$ cat src/rtl/gth_serializer_pkg.sv
// Shared types and constants for the three-lane TMDS-style GTH serializer.
package gth_serializer_pkg;

    localparam int SYMBOL_W  = 10;
    localparam int NUM_LANES = 3;
    localparam int PHASE_W   = 16;

    localparam logic [SYMBOL_W-1:0] TMDS_CLK_PATTERN = 10'b0000011111;

    typedef enum logic [2:0] {
        ST_POWERUP  = 3'd0,
        ST_PLL_LOCK = 3'd1,
        ST_PMA_RST  = 3'd2,
        ST_PRGDIV   = 3'd3,
        ST_TX_RST   = 3'd4,
        ST_ACTIVE   = 3'd5
    } gth_state_e;

    function automatic logic [SYMBOL_W-1:0] bit_reverse(input logic [SYMBOL_W-1:0] sym);
        logic [SYMBOL_W-1:0] rev;
        rev = '0;
        for (int i = 0; i < SYMBOL_W; i++) begin
            rev[i] = sym[SYMBOL_W-1-i];
        end
        return rev;
    endfunction

endpackage

$ cat src/rtl/gth_lane_shifter.sv
// One serial lane: 10-bit parallel load, right shift, LSB drives the p/n pair.
module gth_lane_shifter
    import gth_serializer_pkg::*;
(
    input  logic                clk,
    input  logic                reset,
    input  logic                load,
    input  logic [SYMBOL_W-1:0] din,
    output logic                p,
    output logic                n
);

    logic [SYMBOL_W-1:0] shift_r;

    // Load a new word on the word boundary, otherwise shift toward the LSB.
    always_ff @(posedge clk) begin
        if (reset) begin
            shift_r <= '0;
        end else if (load) begin
            shift_r <= din;
        end else begin
            shift_r <= {1'b0, shift_r[SYMBOL_W-1:1]};
        end
    end

    assign p = shift_r[0];
    assign n = ~shift_r[0];

endmodule

$ cat src/rtl/gth_serializer.sv
// Three-lane TMDS serializer with GT-style bring-up sequencing and clock lane.
// Define GTH_SERIALIZER_MSB_FIRST_EN to transmit data symbols bit 9 first.
module gth_serializer
    import gth_serializer_pkg::*;
#(
    parameter int POWERGOOD_CYCLES = 16,
    parameter int LOCK_CYCLES      = 64,
    parameter int PMA_CYCLES       = 32,
    parameter int PRGDIV_CYCLES    = 16,
    parameter int TXDONE_CYCLES    = 16
) (
    input  logic                clk,
    input  logic                reset,
    input  logic [SYMBOL_W-1:0] r,
    input  logic [SYMBOL_W-1:0] g,
    input  logic [SYMBOL_W-1:0] b,
    output logic                gthtxp_out_0,
    output logic                gthtxn_out_0,
    output logic                gthtxp_out_1,
    output logic                gthtxn_out_1,
    output logic                gthtxp_out_2,
    output logic                gthtxn_out_2,
    output logic                tmds_clk_p,
    output logic                tmds_clk_n,
    output logic [2:0]          gtpowergood_out,
    output logic                locked,
    output logic [2:0]          txpmaresetdone_out,
    output logic [2:0]          rxpmaresetdone_out,
    output logic [2:0]          txprgdivresetdone_out,
    output logic                gtwiz_reset_tx_done_out,
    output logic                gtwiz_reset_rx_cdr_stable_out,
    output logic                out_en
);

    gth_state_e          state_r;
    logic [PHASE_W-1:0]  phase_cnt_r;
    logic [3:0]          bit_cnt_r;
    logic                load_s;
    logic                phase_done_s;
    logic [SYMBOL_W-1:0] lane_din_s [NUM_LANES];
    logic [SYMBOL_W-1:0] clk_din_s;
    logic [NUM_LANES-1:0] lane_p_s;
    logic [NUM_LANES-1:0] lane_n_s;

    assign load_s = (bit_cnt_r == 4'd9);

    // Free-running word phase counter, wraps 9 -> 0.
    always_ff @(posedge clk) begin
        if (reset) begin
            bit_cnt_r <= 4'd0;
        end else if (load_s) begin
            bit_cnt_r <= 4'd0;
        end else begin
            bit_cnt_r <= bit_cnt_r + 4'd1;
        end
    end

    // Terminal count of the phase counter for the current bring-up state.
    always_comb begin
        phase_done_s = 1'b0;
        case (state_r)
            ST_POWERUP:  phase_done_s = (phase_cnt_r == PHASE_W'(POWERGOOD_CYCLES - 1));
            ST_PLL_LOCK: phase_done_s = (phase_cnt_r == PHASE_W'(LOCK_CYCLES - 1));
            ST_PMA_RST:  phase_done_s = (phase_cnt_r == PHASE_W'(PMA_CYCLES - 1));
            ST_PRGDIV:   phase_done_s = (phase_cnt_r == PHASE_W'(PRGDIV_CYCLES - 1));
            ST_TX_RST:   phase_done_s = (phase_cnt_r == PHASE_W'(TXDONE_CYCLES - 1));
            default:     phase_done_s = 1'b0;
        endcase
    end

    // Bring-up sequencer; status flags are sticky until reset.
    always_ff @(posedge clk) begin
        if (reset) begin
            state_r                 <= ST_POWERUP;
            phase_cnt_r             <= '0;
            gtpowergood_out         <= 3'b000;
            locked                  <= 1'b0;
            txpmaresetdone_out      <= 3'b000;
            rxpmaresetdone_out      <= 3'b000;
            txprgdivresetdone_out   <= 3'b000;
            gtwiz_reset_tx_done_out <= 1'b0;
            out_en                  <= 1'b0;
        end else begin
            if (load_s && (state_r == ST_ACTIVE)) begin
                out_en <= 1'b1;
            end
            if (state_r == ST_ACTIVE) begin
                phase_cnt_r <= '0;
            end else if (phase_done_s) begin
                phase_cnt_r <= '0;
            end else begin
                phase_cnt_r <= phase_cnt_r + PHASE_W'(1);
            end
            if (phase_done_s) begin
                case (state_r)
                    ST_POWERUP: begin
                        gtpowergood_out <= 3'b111;
                        state_r         <= ST_PLL_LOCK;
                    end
                    ST_PLL_LOCK: begin
                        locked  <= 1'b1;
                        state_r <= ST_PMA_RST;
                    end
                    ST_PMA_RST: begin
                        txpmaresetdone_out <= 3'b111;
                        rxpmaresetdone_out <= 3'b111;
                        state_r            <= ST_PRGDIV;
                    end
                    ST_PRGDIV: begin
                        txprgdivresetdone_out <= 3'b111;
                        state_r               <= ST_TX_RST;
                    end
                    ST_TX_RST: begin
                        gtwiz_reset_tx_done_out <= 1'b1;
                        state_r                 <= ST_ACTIVE;
                    end
                    default: begin
                        state_r <= state_r;
                    end
                endcase
            end
        end
    end

    // Live symbols only once ACTIVE; before that the lanes idle at zero.
    always_comb begin
        for (int i = 0; i < NUM_LANES; i++) begin
            lane_din_s[i] = '0;
        end
        clk_din_s = '0;
        if (state_r == ST_ACTIVE) begin
`ifdef GTH_SERIALIZER_MSB_FIRST_EN
            lane_din_s[0] = bit_reverse(b);
            lane_din_s[1] = bit_reverse(g);
            lane_din_s[2] = bit_reverse(r);
`else
            lane_din_s[0] = b;
            lane_din_s[1] = g;
            lane_din_s[2] = r;
`endif
            clk_din_s = TMDS_CLK_PATTERN;
        end else begin
            clk_din_s = '0;
        end
    end

    for (genvar k = 0; k < NUM_LANES; k++) begin : g_lane
        gth_lane_shifter u_lane (
            .clk   (clk),
            .reset (reset),
            .load  (load_s),
            .din   (lane_din_s[k]),
            .p     (lane_p_s[k]),
            .n     (lane_n_s[k])
        );
    end

    gth_lane_shifter u_clk_lane (
        .clk   (clk),
        .reset (reset),
        .load  (load_s),
        .din   (clk_din_s),
        .p     (tmds_clk_p),
        .n     (tmds_clk_n)
    );

    assign gthtxp_out_0 = lane_p_s[0];
    assign gthtxn_out_0 = lane_n_s[0];
    assign gthtxp_out_1 = lane_p_s[1];
    assign gthtxn_out_1 = lane_n_s[1];
    assign gthtxp_out_2 = lane_p_s[2];
    assign gthtxn_out_2 = lane_n_s[2];

    assign gtwiz_reset_rx_cdr_stable_out = 1'b0;

endmodule

$ cat config.mk
export PLATFORM = sky130hd
export DESIGN_NAME = gth_serializer
export DESIGN_NICKNAME = d
export VERILOG_FILES = /design/src/rtl/gth_serializer_pkg.sv /design/src/rtl/gth_lane_shifter.sv /design/src/rtl/gth_serializer.sv
export SDC_FILE = /design/constraint.sdc
export NUM_CORES = 1
export LEC_CHECK = 0
export ABC_AREA = 1
export CAP_MARGIN = 10
export CORE_MARGIN = 10
export CORE_UTILIZATION = 54
export CTS_CLUSTER_DIAMETER = 50
export DETAILED_ROUTE_END_ITERATION = 12
export PLACE_DENSITY = 0.87
export SKIP_CTS_REPAIR_TIMING = 1
export SLEW_MARGIN = 20
export SYNTH_ARGS = -nofsm -noshare
export SYNTH_HDL_FRONTEND = slang
export SYNTH_SLANG_ARGS = --single-unit
$ cat constraint.sdc
create_clock -name clk -period 2.64 [get_ports clk]
set_input_delay 0.528 -clock clk [delete_from_list [all_inputs] [get_ports clk]]
set_output_delay 0.528 -clock clk [all_outputs]
set_load 0.02 [all_outputs]
Word level (Yosys, flattened, before mapping)
Cells that the tools add are included.
W data, S select, Z words.
{"block": "word_totals", "output_inout_bits": 24, "ff_bits": 69}
{"block": "classes", "reduce_logical": 14, "bitwise": 6, "n_addsub": 2, "n_mux": 8, "n_eq_ne": 9}
{"operator": "$mux W9", "n": 4}
{"operator": "$mux W29", "n": 1}
{"operator": "$add A16 B1 Y16 const B", "n": 1}
{"operator": "$eq A16 B4 Y1 const B", "n": 1}
{"operator": "$eq A16 B5 Y1 const B", "n": 1}
{"operator": "$eq A16 B6 Y1 const B", "n": 1}
{"operator": "$pmux W3 S5", "n": 1}
{"operator": "$reduce_and A2 Y1", "n": 6}
{"operator": "$reduce_or A3 Y1", "n": 3}
{"operator": "$eq A3 B2 Y1 const B", "n": 2}
{"operator": "$eq A3 B3 Y1 const B", "n": 2}
{"operator": "$not A1 Y1", "n": 6}
{"operator": "$mux W5", "n": 1}
{"operator": "$reduce_bool A5 Y1", "n": 1}
{"operator": "$add A4 B1 Y4 const B", "n": 1}
{"operator": "$eq A4 B4 Y1 const B", "n": 1}
{"operator": "$reduce_or A2 Y1", "n": 2}
{"operator": "$eq A3 B1 Y1 const B", "n": 1}
{"operator": "$logic_not A3 Y1", "n": 1}
{"operator": "$pmux W1 S3", "n": 1}
{"operator": "$logic_and A1 B1 Y1", "n": 1}

Depth between registers and ports, before layout
{"block": "logic_depth", "word_depth": 4, "depth_mapped": 10, "ltp_nobuf": 9}

Modules after synthesis
A second synthesis with hierarchy kept.
{"block": "hier_totals", "cells_unflattened": 504, "area_unflattened_um2": 3463.3}
{"module": "gth_serializer", "area_each_um2": 1801.7, "n_inst": 1, "seq_area_each_um2": 580.6, "cells_per_inst": 260}
{"module": "gth_lane_shifter", "area_each_um2": 415.4, "n_inst": 4, "seq_area_each_um2": 200.2, "cells_per_inst": 61}

Worst setup path before layout
OpenSTA, ideal clock, no wires.
{"block": "synth_path", "path_type": "reg2reg", "from": "reg phase_cnt_r[0]", "to": "reg phase_cnt_r[2]", "setup_slack_ps": 1154, "arrival_ps": 1369, "path_stages_with_launch": 10, "setup_time_ps": 117, "cell_sequence": "dfxtp_1 ha_1 nand3_1 nor2_1 nand2_1 nor2_4 nand3_4 nand3_4 buf_12 nor2_2"}
{"block": "synth_between", "elab_chain_len": 3, "word_cells_on_any_way": 6}
{"element": "start, declared", "line_no": "gth_serializer.sv:36", "text": "logic [PHASE_W-1:0] phase_cnt_r;"}
{"element": "start signal, assigned", "line_no": "gth_serializer.sv:92", "text": "phase_cnt_r <= phase_cnt_r + PHASE_W'(1);"}
{"element": "branches (longest 3 deep; another with $add A16 B1 Y16)"}
Several ways; the timed one is not identified.
A chain may end at the register's enable or synchronous reset.

==> impl_metrics.toml <==
[timing]
slew_viol_final = 0
skew_ps = 6.23
finalCriticalPeriod_ps = 1940
hold_ws_ps = 448
tns_ps = 0
rsz0062_at_grt = "false"
setup_violations = 0
fmax_mhz = 516
setup_ws_ps = 702
period_share = 0.734
hold_violations = 0

[routing]
routed_wl_um = 5240
drt_iter0_markers = 116
vias = 2127
drtPass1Iterations = 4
vias_per_cell = 4.77
route.detailed.drc = 0
drtAntennaViolNets = 0
wire_per_inst_um = 11.7

[layout]
layout.nets = 410
drive_gt1_frac = 0.106
nFillCells = 387
diodes = 0
area_growth_pct = 26.1
stdcell_count = 446

[setup_path]
crit_buf_inv = 1
critPathMaxStageDelay_ps = 650
crit_path_end_kind = "output pin"
crit_path_start = "rxpmaresetdone_out[0]$_SDFFE_PP0P_"
critPathKind = "register to output pin"
cp.required_ps = 2110
cp_top_family = "buffers and inverters"
cp_cell_sequence = "clkdlybuf4s50_1"
rr_endpoint = "phase_cnt_r[9]$_SDFF_PP0_"
crit_fanout = 7
r2r_start = "phase_cnt_r[0]$_SDFF_PP0_"
cp_slowest_cell = "clkdlybuf4s50_1"
crit_arrival_ps = 1410
r2r.worst_path.cells = 8
critPathLaunchType = "register"
r2r_slack_ps = 970

[logic_synthesis]
synth_ff_type = "dfxtp_1"
yosysMostFrequentCell = "nand2_1"
syn_area_um2 = 2650
synth-simple-area-share = 0.330
yosysTopAreaCell = "dfxtp_1"
syn_nets = 362
yosysSeqAreaShare = 0.484
synth.area.top_cells = "dfxtp_1 (48%), nand2_1 (11%), nand3_1 (7.8%)"
synth_edf_count = 0
synthMuxAreaShare = 0
synthCells = 327
ys_warn_count = 0
ys_top_cells_by_count = "nand2_1 (79), dfxtp_1 (64), nand3_1 (41)"
synth_top_family_by_area = "simple AND/OR/NAND/NOR gates"
synth_compound_area_frac = 0.0284
synth_cell_types = 29
synth-xor-area-share = 0.0463
synth-async-reset-ratio = 0
synthAdderAreaFrac = 0.0142
synth-seq-cells = 64
syn_area_per_cell_um2 = 8.09
yosys.area.top_type_share = 0.484

[clock_network]
cts_buffers = 9
cts_tree = "built"
root_buffer = "clkbuf_8"
clock_sinks = 64
clock_latency_ps = 340
h-tree-depth = 3
path_clk_slew_ps = 60
clockBufferDepth = 2

[power]
leakage_nw = 1.38
p_total_w = 0.00187
power_density_nw_per_um2 = 559
ir_worst_vdd_uv = 451

[hold_path]
hp-start = "gtwiz_reset_tx_done_out$_SDFFE_PP0P_"
hold_class = "register to register"
hold_path_end = "gtwiz_reset_tx_done_out$_SDFFE_PP0P_"
hold_depth = 2

[placement]
place_congestion = 0.778
dp_slack_ps = 726
dp.final_hpwl_um = 3760
io_buffers = 54
dp_cells = 431

[outcome]
status = "finished clean"

[grt]
antenna_found_initial = 0
grt-ovfl-total = 0
grt_pass1_vias = 2192
grt_max_degree = 33
grtUsageTotal = 0.135
grt_pass1_wl_um = 9250

[floorplan]
dieArea_um2 = 8100
ios = 56
placementRows = 25
die_w_um = 90.0
die_h_um = 90.0
coreArea_um2 = 4720
start_util = 0.560

[run]
drv_cap = 0
-- flip-flops by register name (all words and copies together), names as in the netlist --
| register | flops |
|---|---|
| txprgdivresetdone_out | 1 |
| u_clk_lane.shift_r | 5 |
| gtpowergood_out | 1 |
| phase_cnt_r | 16 |
| g_lane.u_lane.shift_r | 30 |
| rxpmaresetdone_out | 1 |
| state_r | 3 |
| locked | 1 |
| gtwiz_reset_tx_done_out | 1 |
| out_en | 1 |
| bit_cnt_r | 4 |
-- report_power, final --
group	switching, W	total [W]	leakage [nW]	internal, W
clock	0.000346	0.000802	0.0925	0.000455
combinational	0.0000321	0.0000836	0.773	0.0000515
sequential	0.00000637	0.000980	0.516	0.000973
total	0.000385	0.00187	1.38	0.00148
-- worst max-delay path by stage --
stage	end	depth (start not counted)
floorplan	phase_cnt_r[2]$_SDFF_PP0_	9
global placement	u_clk_lane.shift_r[0]$_SDFF_PP0_	6
detailed placement	g_lane[2].u_lane.shift_r[6]$_SDFF_PP0_	6
CTS	txpmaresetdone_out[0]	1
global route	txpmaresetdone_out[0]	1
finish	txpmaresetdone_out[0]	1
-- stage by stage --
step	utilization	instance area, um2
after floorplan	-	2650
after global placement	0.666	3150
after detailed placement	0.666	3150
after CTS	0.706	3340
after global routing	0.706	3340
final	0.706	3340
-- final cells by class --
cell class | count | area, um2 | share of cell area
repair buffers | 57 | 563 | 0.169
well taps | 67 | 83.8 | 0.0251
inverters | 28 | 108 | 0.0323
multi-input cells | 215 | 1110 | 0.333
clock buffers | 12 | 145 | 0.0435
flip-flops and latches | 64 | 1280 | 0.384
clock inverters | 3 | 42.5 | 0.0128
-- kinds of logic after synthesis --
kind of cell / Yosys count
xor+xnor: 14
simple gates: 184
fa+ha+maj: 3
buf+inv: 48
other cells: 1
compound gates: 13
flops: 64
-- per-layer routing --
| layer | vias up | global-route usage | routed length [um] |
|---|---|---|---|
| met3 | 6 | 0.0798 | 476 |
| li1 | 1107 | - | - |
| met4 | 0 | 0.0517 | 55 |
| met2 | 61 | 0.237 | 2580 |
| met1 | 953 | 0.127 | 2130 |
| met5 | - | 0 | 0 |
-- placed cells by master (no fill, tap or decap), types with 2 or more instances in the layout --
cell type,netlist,layout
a21oi_1,8,8
a22oi_1,4,4
buf_4,10,3
clkbuf_1,6,2
clkbuf_8,0,10
clkdlybuf4s50_1,0,54
dfxtp_1,64,64
ha_1,3,3
inv_1,24,24
inv_2,3,3
nand2_1,79,79
nand2_4,3,3
nand3_1,41,41
nand3_4,2,2
nand3b_1,2,2
nand4_1,5,5
nor2_1,35,35
nor2_2,11,11
nor2_4,2,2
xnor2_1,4,4
xor2_1,10,10
Power figures use the tool's default switching activity.
